`src/rtl/priority_scan_encoder.sv`:
```
// priority_scan_encoder: collects request bits into a pending register and
// drains them one index per cycle through a valid/ready output stage.
// The selection order is fixed-high, fixed-low or round-robin.
module priority_scan_encoder #(
  parameter int IN_DSIZE   = 16,
  parameter int OUT_DSIZE  = 4,
  parameter bit RR_MODE    = 1'b0,
  parameter bit HIGH_FIRST = 1'b1
) (
  input  logic                 clk,
  input  logic                 rst,
  input  logic                 clear_i,
  input  logic                 req_valid_i,
  input  logic [IN_DSIZE-1:0]  req_i,
  input  logic                 out_ready_i,
  output logic                 out_valid_o,
  output logic [OUT_DSIZE-1:0] out_data_o,
  output logic [OUT_DSIZE:0]   pend_cnt_o,
  output logic                 idle_o
);

  localparam logic [OUT_DSIZE-1:0] PTR_INIT = OUT_DSIZE'(IN_DSIZE - 1);

  logic [IN_DSIZE-1:0]  pending;
  logic [IN_DSIZE-1:0]  above_mask;
  logic [IN_DSIZE-1:0]  masked;
  logic [IN_DSIZE-1:0]  grant_mask;
  logic [OUT_DSIZE-1:0] rr_ptr;
  logic [OUT_DSIZE-1:0] sel_idx;
  logic [OUT_DSIZE-1:0] out_data;
  logic [OUT_DSIZE:0]   pend_cnt;
  logic                 out_valid;
  logic                 slot_open;
  logic                 load;

  // Index of the lowest set bit; scanning downward so the lowest match lands last.
  function automatic logic [OUT_DSIZE-1:0] lowest_set(input logic [IN_DSIZE-1:0] vec);
    logic [OUT_DSIZE-1:0] idx;
    idx = '0;
    for (int i = IN_DSIZE - 1; i >= 0; i--) begin
      if (vec[i]) idx = OUT_DSIZE'(i);
    end
    return idx;
  endfunction

  // Index of the highest set bit; scanning upward so the highest match lands last.
  function automatic logic [OUT_DSIZE-1:0] highest_set(input logic [IN_DSIZE-1:0] vec);
    logic [OUT_DSIZE-1:0] idx;
    idx = '0;
    for (int i = 0; i < IN_DSIZE; i++) begin
      if (vec[i]) idx = OUT_DSIZE'(i);
    end
    return idx;
  endfunction

  // The stage may take a new index when empty or when its entry leaves this cycle.
  always_comb begin
    slot_open = !out_valid || out_ready_i;
    load      = slot_open && (pending != '0);
  end

  // Pick the next index: round-robin looks above the pointer first, then wraps to the bottom.
  always_comb begin
    above_mask = '0;
    for (int i = 0; i < IN_DSIZE; i++) begin
      above_mask[i] = (OUT_DSIZE'(i) > rr_ptr);
    end
    masked = pending & above_mask;
    if (RR_MODE) begin
      sel_idx = (masked != '0) ? lowest_set(masked) : lowest_set(pending);
    end else if (HIGH_FIRST) begin
      sel_idx = highest_set(pending);
    end else begin
      sel_idx = lowest_set(pending);
    end
  end

  // One-hot mask of the bit being handed to the output stage this cycle.
  always_comb begin
    grant_mask = '0;
    for (int i = 0; i < IN_DSIZE; i++) begin
      grant_mask[i] = load && (sel_idx == OUT_DSIZE'(i));
    end
  end

  // Pending, output stage and pointer; new requests are OR'd after the grant clears, so set wins.
  always_ff @(posedge clk or posedge rst) begin
    if (rst) begin
      pending   <= '0;
      out_valid <= 1'b0;
      out_data  <= '0;
      rr_ptr    <= PTR_INIT;
    end else if (clear_i) begin
      pending   <= '0;
      out_valid <= 1'b0;
      rr_ptr    <= PTR_INIT;
    end else begin
      pending <= (pending & ~grant_mask) | (req_valid_i ? req_i : '0);
      if (load) begin
        out_data  <= sel_idx;
        out_valid <= 1'b1;
        rr_ptr    <= sel_idx;
      end else if (slot_open) begin
        out_valid <= 1'b0;
      end
    end
  end

  // Population count of the pending register (output stage not included).
  always_comb begin
    pend_cnt = '0;
    for (int i = 0; i < IN_DSIZE; i++) begin
      pend_cnt = pend_cnt + (OUT_DSIZE + 1)'(pending[i]);
    end
  end

  assign out_valid_o = out_valid;
  assign out_data_o  = out_data;
  assign pend_cnt_o  = pend_cnt;
  assign idle_o      = (pending == '0) && !out_valid;

endmodule

```
`config.mk`:
```
export PLATFORM = sky130hd
export DESIGN_NAME = priority_scan_encoder
export DESIGN_NICKNAME = d
export VERILOG_FILES = /design/src/rtl/priority_scan_encoder.sv
export SDC_FILE = /design/constraint.sdc
export NUM_CORES = 1
export LEC_CHECK = 0
export ABC_CLOCK_PERIOD_IN_PS = 6060
export CAP_MARGIN = 20
export CORE_ASPECT_RATIO = 1.25
export CORE_MARGIN = 3
export CORE_UTILIZATION = 25
export DETAILED_ROUTE_END_ITERATION = 10
export SLEW_MARGIN = 20
export SYNTH_ARGS = -nofsm -noshare
export SYNTH_HDL_FRONTEND = slang
export SYNTH_SLANG_ARGS = --single-unit
```
`constraint.sdc`:
```
create_clock -name clk -period 6.06 [get_ports clk]
set_input_delay 1.818 -clock clk [delete_from_list [all_inputs] [get_ports clk]]
set_output_delay 1.818 -clock clk [all_outputs]
set_load 0.1 [all_outputs]
```
Yosys cells after proc, flatten, opt, wreduce, memory -nomap -nowiden
Cells that the tools add are included.
{"block": "totals", "register_bits": 21, "inputBits": 21, "output_inout_bits": 11}
{"block": "op_classes", "n_addsub": 15, "n_eq_ne": 15, "n_mux": 20, "bitwise": 4, "reduce_logical": 25}
{"operator": "2-to-1 mux 4 bit", "count": 14}
{"operator": "adder 5 x 1 -> 5 bit", "count": 11}
{"operator": "equality test 4 bit, second input constant", "count": 8}
{"operator": "2-to-1 mux 16 bit", "count": 2}
{"operator": "logical AND 1 bit", "count": 18}
{"operator": "AND 16 bit", "count": 1}
{"operator": "equality test 4 x 3 -> 1 bit, second input constant", "count": 4}
{"operator": "logical NOT 16 bit", "count": 1}
{"operator": "NOT 16 bit", "count": 1}
{"operator": "OR 16 bit", "count": 1}
{"operator": "nonzero test 16 bit", "count": 1}
{"operator": "equality test 4 x 2 -> 1 bit, second input constant", "count": 2}
{"operator": "adder 4 x 1 -> 5 bit", "count": 1}
{"operator": "adder 3 x 1 -> 4 bit", "count": 1}
{"operator": "equality test 4 x 1 -> 1 bit, second input constant", "count": 1}
{"operator": "logical NOT 4 bit", "count": 1}
{"operator": "2-to-1 mux 1 bit", "count": 4}
{"operator": "adder 2 x 1 -> 3 bit", "count": 1}
{"operator": "nonzero test 3 bit", "count": 1}
{"operator": "adder 1 x 1 -> 2 bit", "count": 1}
{"operator": "AND reduction 2 bit", "count": 1}
{"operator": "logical NOT 1 bit", "count": 1}
{"operator": "logical OR 1 bit", "count": 1}
{"operator": "NOT 1 bit", "count": 1}

Longest topological paths before layout
Gate-level depths: netlist of run 1.
{"block": "logic_depth", "depth_word": 21, "ltp_mapped": 11}

Worst setup path before layout of run 1
OpenSTA, ideal clock, no wires.
{"block": "synth_path", "kind": "register to output", "start": "register pending[5]", "end": "output port pend_cnt_o[2]", "t_arrival_ns": 4.581, "slack_ns": -0.339, "path_stages_with_launch": 11, "path_buffers": 0, "path_cell_list": "dfrtp_1 -> inv_1 -> fa_1 -> fa_1 -> fa_1 -> fa_1 -> inv_1 -> ha_1 -> inv_1 -> fa_1 -> xnor2_1"}
{"block": "synth_via", "elab_chain_len": 11}
{"element": "start, declared", "line": "24", "text": "logic [IN_DSIZE-1:0] pending;"}
{"element": "start signal, assigned", "line": "98", "text": "pending <= (pending & ~grant_mask) | (req_valid_i ? req_i : '0);"}
{"element": "adder 5 x 1 -> 5 bit (11 in series)", "line": "113", "text": "pend_cnt = pend_cnt + (OUT_DSIZE + 1)'(pending[i]);"}
{"element": "end, declared", "line": "18", "text": "output logic [OUT_DSIZE:0] pend_cnt_o,"}
No other way between the ends.

Worst setup path after layout of run 1
{"block": "layout_path", "start": "register pending[5]", "end": "output port pend_cnt_o[4]"}
The elaborated chain is that of the path after synthesis.

==> flow_metrics.env, run 1 <==
export IMPL_wl_per_cell_um=14.7
export IMPL_met3_wirelength_um=169
export IMPL_fin_crit_sh_pct=94.3
export IMPL_peakVddDrop_mv=0.289
export IMPL_fin_tns_setup_ns=0
export IMPL_place_ws_ns=0.615
export IMPL_hp_class="flip-flop to flip-flop"
export IMPL_grt_max_degree=29
export IMPL_rows=31
export IMPL_finClkSkew_ns=0.00275
export IMPL_routed_top_layer="met4"
export IMPL_startpoint_type="flip-flop"
export IMPL_clk_latency_ns=0.26
export IMPL_syn_cell_area_sq_um=1540
export IMPL_worst_pin_slew_ns=0.965
export IMPL_cts_sinks=21
export IMPL_final_area_sq_um=2030
export IMPL_vias=1360
export IMPL_drt_iter0_markers=32
export IMPL_root_buffer="clkbuf_8"
export IMPL_grt_pass1_vias=1387
export IMPL_final_hold_viol_count=0
export IMPL_drc=0
export IMPL_async_flop_share_pct=100
export IMPL_start_util_pct=26.1
export IMPL_worstPathArrival_ns=3.89
export IMPL_worstPathMaxFanout=6
export IMPL_slew_violations=0
export IMPL_seqPwrFrac_pct=20.8
export IMPL_coreArea_sq_um=5900
export IMPL_switching_share_pct=54.1
export IMPL_synth_edf_count=0
export IMPL_ios=32
export IMPL_combPwrFrac_pct=67.8
export IMPL_final_nets=227
export IMPL_synth_area_per_cell_sq_um=9.68
export IMPL_r2r_slack_ns=3.91
export IMPL_report_final_setup_viol=0
export IMPL_internal_power_mw=0.382
export IMPL_placed_cells=267
export IMPL_fin_total_pwr_mw=0.832
export IMPL_drive_gt1_share_pct=8.47
export IMPL_fmax_ghz=0.175
export IMPL_overflow=0
export IMPL_viasPerCell=5.02
export IMPL_dp_hpwl_mm=3.08
export IMPL_synth_cell_type_count=33
export IMPL_clock_path_buffers=2
export IMPL_syn_inst=159
export IMPL_ys_flop_type="dfrtp_1"
export IMPL_grt_setup_unrepaired="no"
export IMPL_hold_ws_ns=0.496
export IMPL_cts_repair_resized=0
export IMPL_power_density_nw_per_um2=409
export IMPL_die_h_um=93.7
export IMPL_area_growth_pct=32.2
export IMPL_synth_seq_cells=21
export IMPL_grt_total_usage_pct=11.6
export IMPL_fin_cells=271
export IMPL_antenna_found_initial=0
export IMPL_cts_reportedPaths_clkPinSlew_ns=0.08
export IMPL_cts_htree_levels=1
export IMPL_worstPathRequired_ns=4.24
export IMPL_period_minus_slack_ns=5.71
export IMPL_met2_length_mm=2.10
export IMPL_power_switching_mw=0.450
export IMPL_cts_hold_buf=0
export IMPL_grt_pass1_wl_mm=6.66
export IMPL_dr_pass1_iters=4
export IMPL_ys_seq_area_share_pct=34.1
export IMPL_wl_met1_mm=1.65
export IMPL_drtAntennaViolNets=0
export IMPL_setup_worst_path_end_class="output port"
export IMPL_placed_area_sq_um=1990
export IMPL_gp_congestion=0.828
export IMPL_die_w_um=76.2
export IMPL_die_area_sq_um=7140
export IMPL_ys_warn_count=0
export IMPL_final_core_util_pct=34.5
export IMPL_power_leakage_nw=0.856
export IMPL_relSlewSlack_pct=35.4
export IMPL_io_buffers=31
export IMPL_routed_wl_mm=3.99
export IMPL_fin_ws_ns=0.347
export IMPL_tritoncts="done"
export IMPL_numCtsBuffers=3
export IMPL_clkPwrFrac_pct=11.4
export IMPL_drv_cap=0
export IMPL_antenna_cells=0
export IMPL_status="complete, no violations"
export IMPL_synth_nets=196
export IMPL_critical_path_class="flip-flop to output port"
export IMPL_cts_setup_buffers=0
==> synthesized netlist by cell type (2+ instances only) <==
cell	n	area, sq um
a311oi_1	13	114
o21a_1	2	15.0
clkbuf_1	4	15.0
o21ai_0	4	20.0
mux2_1	4	45.0
nor2b_1	4	25.0
or3b_2	2	17.5
inv_1	20	75.1
nand2b_1	3	18.8
nand4_1	2	12.5
nor2_1	6	22.5
ha_1	6	75.1
nand2_1	5	18.8
or4_1	4	30.0
xnor2_1	2	17.5
nor4_1	3	18.8
a21oi_1	26	130
fa_1	10	200
a21o_1	2	15.0
a211oi_1	4	30.0
dfrtp_1	21	526
==> layout by cell type (no fill, tap or decap), types with 2 or more instances in the layout <==
cell and n:
buf_4 2, nor2b_1 4, or3b_2 2, fa_1 10, clkdlybuf4s50_1 26, buf_12 4, nor2_1 6, a311oi_1 13
nor4_1 3, a211oi_1 4, o21ai_0 4, mux2_1 4, clkbuf_8 3, nand2_1 5, xnor2_2 2, inv_1 20
a21o_1 2, o21a_1 2, nand2b_1 3, ha_1 6, or4_1 4, nand4_1 2, a21oi_1 26, dfrtp_1 21
==> path summary, 6_finish.rpt <==
kind,depth (start not counted),startpoint,to
worst min register to register,1,out_data_o[1]$_DFFE_PP0P_,out_data_o[1]$_DFFE_PP0P_
worst min-delay path,1,out_data_o[1]$_DFFE_PP0P_,out_data_o[1]$_DFFE_PP0P_
min in group asynchronous,2,rst,pending[2]$_DFF_PP0_
max in group asynchronous,2,rst,pending[14]$_DFF_PP0_
worst max register to register,4,pending[8]$_DFF_PP0_,out_data_o[2]$_DFFE_PP0P_
worst max-delay path,12,pending[5]$_DFF_PP0_,pend_cnt_o[4]
==> power groups by stage <==
stage / combinational, mW / sequential [mW] / clock (mW)
CTS: 0.571 / 0.173 / 0.0975
finish: 0.564 / 0.173 / 0.0947
global placement: 0.565 / 0.175 / 0
floorplan: 0.348 / 0.234 / 0
detailed placement: 0.570 / 0.175 / 0
global route: 0.598 / 0.176 / 0.102
==> state kept, by name, summed over array words and instances (netlist names) <==
name	cells
out_valid_o	1
pending	16
out_data_o	4
==> cells by family after synthesis <==
logic type	after synthesis	synth area share, %
XOR/XNOR	2	1.14
AO/OA/AOI/OAI	56	23.7
buffers and inverters	26	6.42
adder cells (fa/ha/maj)	16	17.9
multiplexers	4	2.93
AND/OR/NAND/NOR	34	13.7
flip-flops	21	34.1
==> per-layer routing <==
layer / up-vias / global-route usage (%)
met5: - / 0
met4: 0 / 3.63
met3: 9 / 1.25
met2: 56 / 21.2
met1: 651 / 14.4
li1: 644 / -
==> cell type report <==
type,count,area (sq um)
Sequential cell,21,526
Clock buffer,3,41.3
Clock inverter,1,5.00
Timing Repair Buffer,32,355
Fill cell,635,3860
Tap cell,82,103
Multi-Input combinational cell,112,930
Inverter,20,75.1
==> worst max-delay path: stages (launching register included) <==
cell	delay (ns)
dfrtp_1	0.44
inv_1	0.11
fa_1	0.56
fa_1	0.44
fa_1	0.53
fa_1	0.40
inv_1	0.06
ha_1	0.15
inv_1	0.06
fa_1	0.41
nor2b_1	0.13
o21a_1	0.16
buf_12	0.18
Note: power is estimated with default switching activity, not from simulation.
==> run 2: changes to the inputs <==
ABC_CLOCK_PERIOD_IN_PS = 6300   (was 6060)
TNS_END_PERCENT = 5   (was unset)
clock period = 6.3 ns   (was 6.06 ns; I/O delays follow)
==> run 2 against run 1 <==
Net effect:
- design area fell by 2.0%
- hold slack barely moved
- core utilization fell by 0.68 points
- routed wire length fell by 3.3%
- clock power fell by 4.6%
- combinational power fell by 10%
- sequential share of layout area rose by 0.52 points
- register-to-register slack improved by 0.20 ns
- clock-buffer cell count did not move
- largest cell class unchanged
==> flow_metrics.env, run 2 (same netlist as run 1, synthesis figures left out) <==
export IMPL_status="complete, no violations"
export IMPL_vias=1319
export IMPL_rows=31
export IMPL_finClkSkew_ns=0.00886
export IMPL_start_util_pct=26.1
export IMPL_grt_total_usage_pct=11.5
export IMPL_slew_violations=0
export IMPL_io_buffers=31
export IMPL_cts_repair_resized=0
export IMPL_power_density_nw_per_um2=382
export IMPL_die_area_sq_um=7140
export IMPL_n_fill_cell=633
export IMPL_drt_iter0_markers=37
export IMPL_final_core_util_pct=33.8
export IMPL_relSlewSlack_pct=35.3
export IMPL_mostFrequentLayoutCells="26 x a21oi_1, 26 x clkdlybuf4s50_1, 21 x dfrtp_1"
export IMPL_final_nets=226
export IMPL_cts_htree_levels=1
export IMPL_dp_hpwl_mm=3.01
export IMPL_setup_worst_path_end_class="output port"
export IMPL_final_hold_viol_count=0
export IMPL_gp_congestion=0.798
export IMPL_largest_register_ffs=16
export IMPL_report_final_setup_viol=0
export IMPL_worstPathArrival_ns=3.86
export IMPL_drive_gt1_share_pct=7.45
export IMPL_cts_hold_buf=0
export IMPL_grt_pass1_vias=1358
export IMPL_die_w_um=76.2
export IMPL_area_growth_pct=29.6
export IMPL_drc=0
export IMPL_power_leakage_nw=0.835
export IMPL_dr_pass1_iters=4
export IMPL_grt_pass1_wl_mm=6.78
export IMPL_cts_sinks=21
export IMPL_largest_register="pending"
export IMPL_ios=32
export IMPL_worstPathMaxFanout=6
export IMPL_critical_path_class="flip-flop to output port"
export IMPL_root_buffer="clkbuf_8"
export IMPL_clock_path_buffers=2
export IMPL_grt_max_degree=29
export IMPL_numCtsBuffers=3
export IMPL_antenna_found_initial=0
export IMPL_drtAntennaViolNets=0
export IMPL_hp_class="flip-flop to flip-flop"
export IMPL_worst_pin_slew_ns=0.967
export IMPL_fin_tns_setup_ns=0
export IMPL_cts_reportedPaths_clkPinSlew_ns=0.08
export IMPL_antenna_cells=0
export IMPL_routed_wl_mm=3.86
export IMPL_coreArea_sq_um=5900
export IMPL_startpoint_type="flip-flop"
export IMPL_cts_setup_buffers=0
export IMPL_fmax_ghz=0.174
export IMPL_overflow=0
export IMPL_worstPathRequired_ns=4.41
export IMPL_wl_per_cell_um=14.3
export IMPL_tritoncts="done"
export IMPL_die_h_um=93.7
export IMPL_peakVddDrop_mv=0.266
export IMPL_period_minus_slack_ns=5.75
export IMPL_drv_cap=0
export IMPL_grt_setup_unrepaired="no"
export IMPL_clk_latency_ns=0.26
export IMPL_viasPerCell=4.89
export IMPL_fin_crit_sh_pct=91.3
==> run 2: cell types whose count changed in the layout (fill, tap and decap cells not counted), sizes merged <==
| cell | previous run | this run |
|---|---|---|
| buf | 6 | 5 |
==> run 2: layout make-up <==
class / instances / area, sq um / share of cell area, %
clock inverters: 1 / 5.00 / 0.251
clock buffers: 3 / 41.3 / 2.07
inverters: 20 / 75.1 / 3.76
repair buffers: 31 / 323 / 16.2
well taps: 82 / 103 / 5.14
flip-flops and latches: 21 / 526 / 26.3
multi-input cells: 112 / 922 / 46.2
==> run 2: per-stage QoR <==
stage	hold WS [ns]	total power, mW	instances	setup slack (ns)	cell area [sq um]
detailed placement	0.478	0.681	266	0.784	1950
global route	0.522	0.809	270	0.335	1990
finish	0.496	0.762	270	0.545	1990
CTS	0.502	0.773	270	0.503	1990
global placement	0.477	0.677	266	0.858	1950
floorplan	0.587	0.558	159	0.0404	1550
==> run 2: final timing paths <==
check                                          startpoint                        end  slack (ns)  cells past startpoint
worst max-delay path                 pending[5]$_DFF_PP0_              pend_cnt_o[4]        0.55                     12
worst min-delay path            out_data_o[2]$_DFFE_PP0P_  out_data_o[2]$_DFFE_PP0P_        0.50                      1
worst max register to register       pending[8]$_DFF_PP0_  out_data_o[2]$_DFFE_PP0P_        4.11                      4
worst min register to register  out_data_o[2]$_DFFE_PP0P_  out_data_o[2]$_DFFE_PP0P_        0.50                      1
max in group asynchronous                             rst       pending[5]$_DFF_PP0_        3.68                      2
min in group asynchronous                             rst  out_data_o[3]$_DFFE_PP0P_        2.09                      2
==> run 2: routing by layer <==
| layer | share of wire [%] | track usage [%] | up-vias |
|---|---|---|---|
| met4 | 1.2 | 3.17 | 0 |
| met3 | 4.4 | 1.34 | 7 |
| li1 | - | - | 642 |
| met2 | 51 | 20.0 | 40 |
| met5 | 0 | 0 | - |
| met1 | 44 | 15.3 | 630 |
==> run 2: power by group <==
group	leakage, nW	switching [mW]	total (mW)	internal (mW)
combinational	0.542	0.362	0.506	0.144
sequential	0.268	0.0160	0.166	0.150
clock	0.0255	0.0462	0.0903	0.0441
==> run 2: critical path: stages (launching register included) <==
cell and delay [ns]:
dfrtp_1 0.43, inv_1 0.10, fa_1 0.55, fa_1 0.43, fa_1 0.53, fa_1 0.40, inv_1 0.06, ha_1 0.16
inv_1 0.06, fa_1 0.41, nor2b_1 0.14, o21a_1 0.16, buf_12 0.18
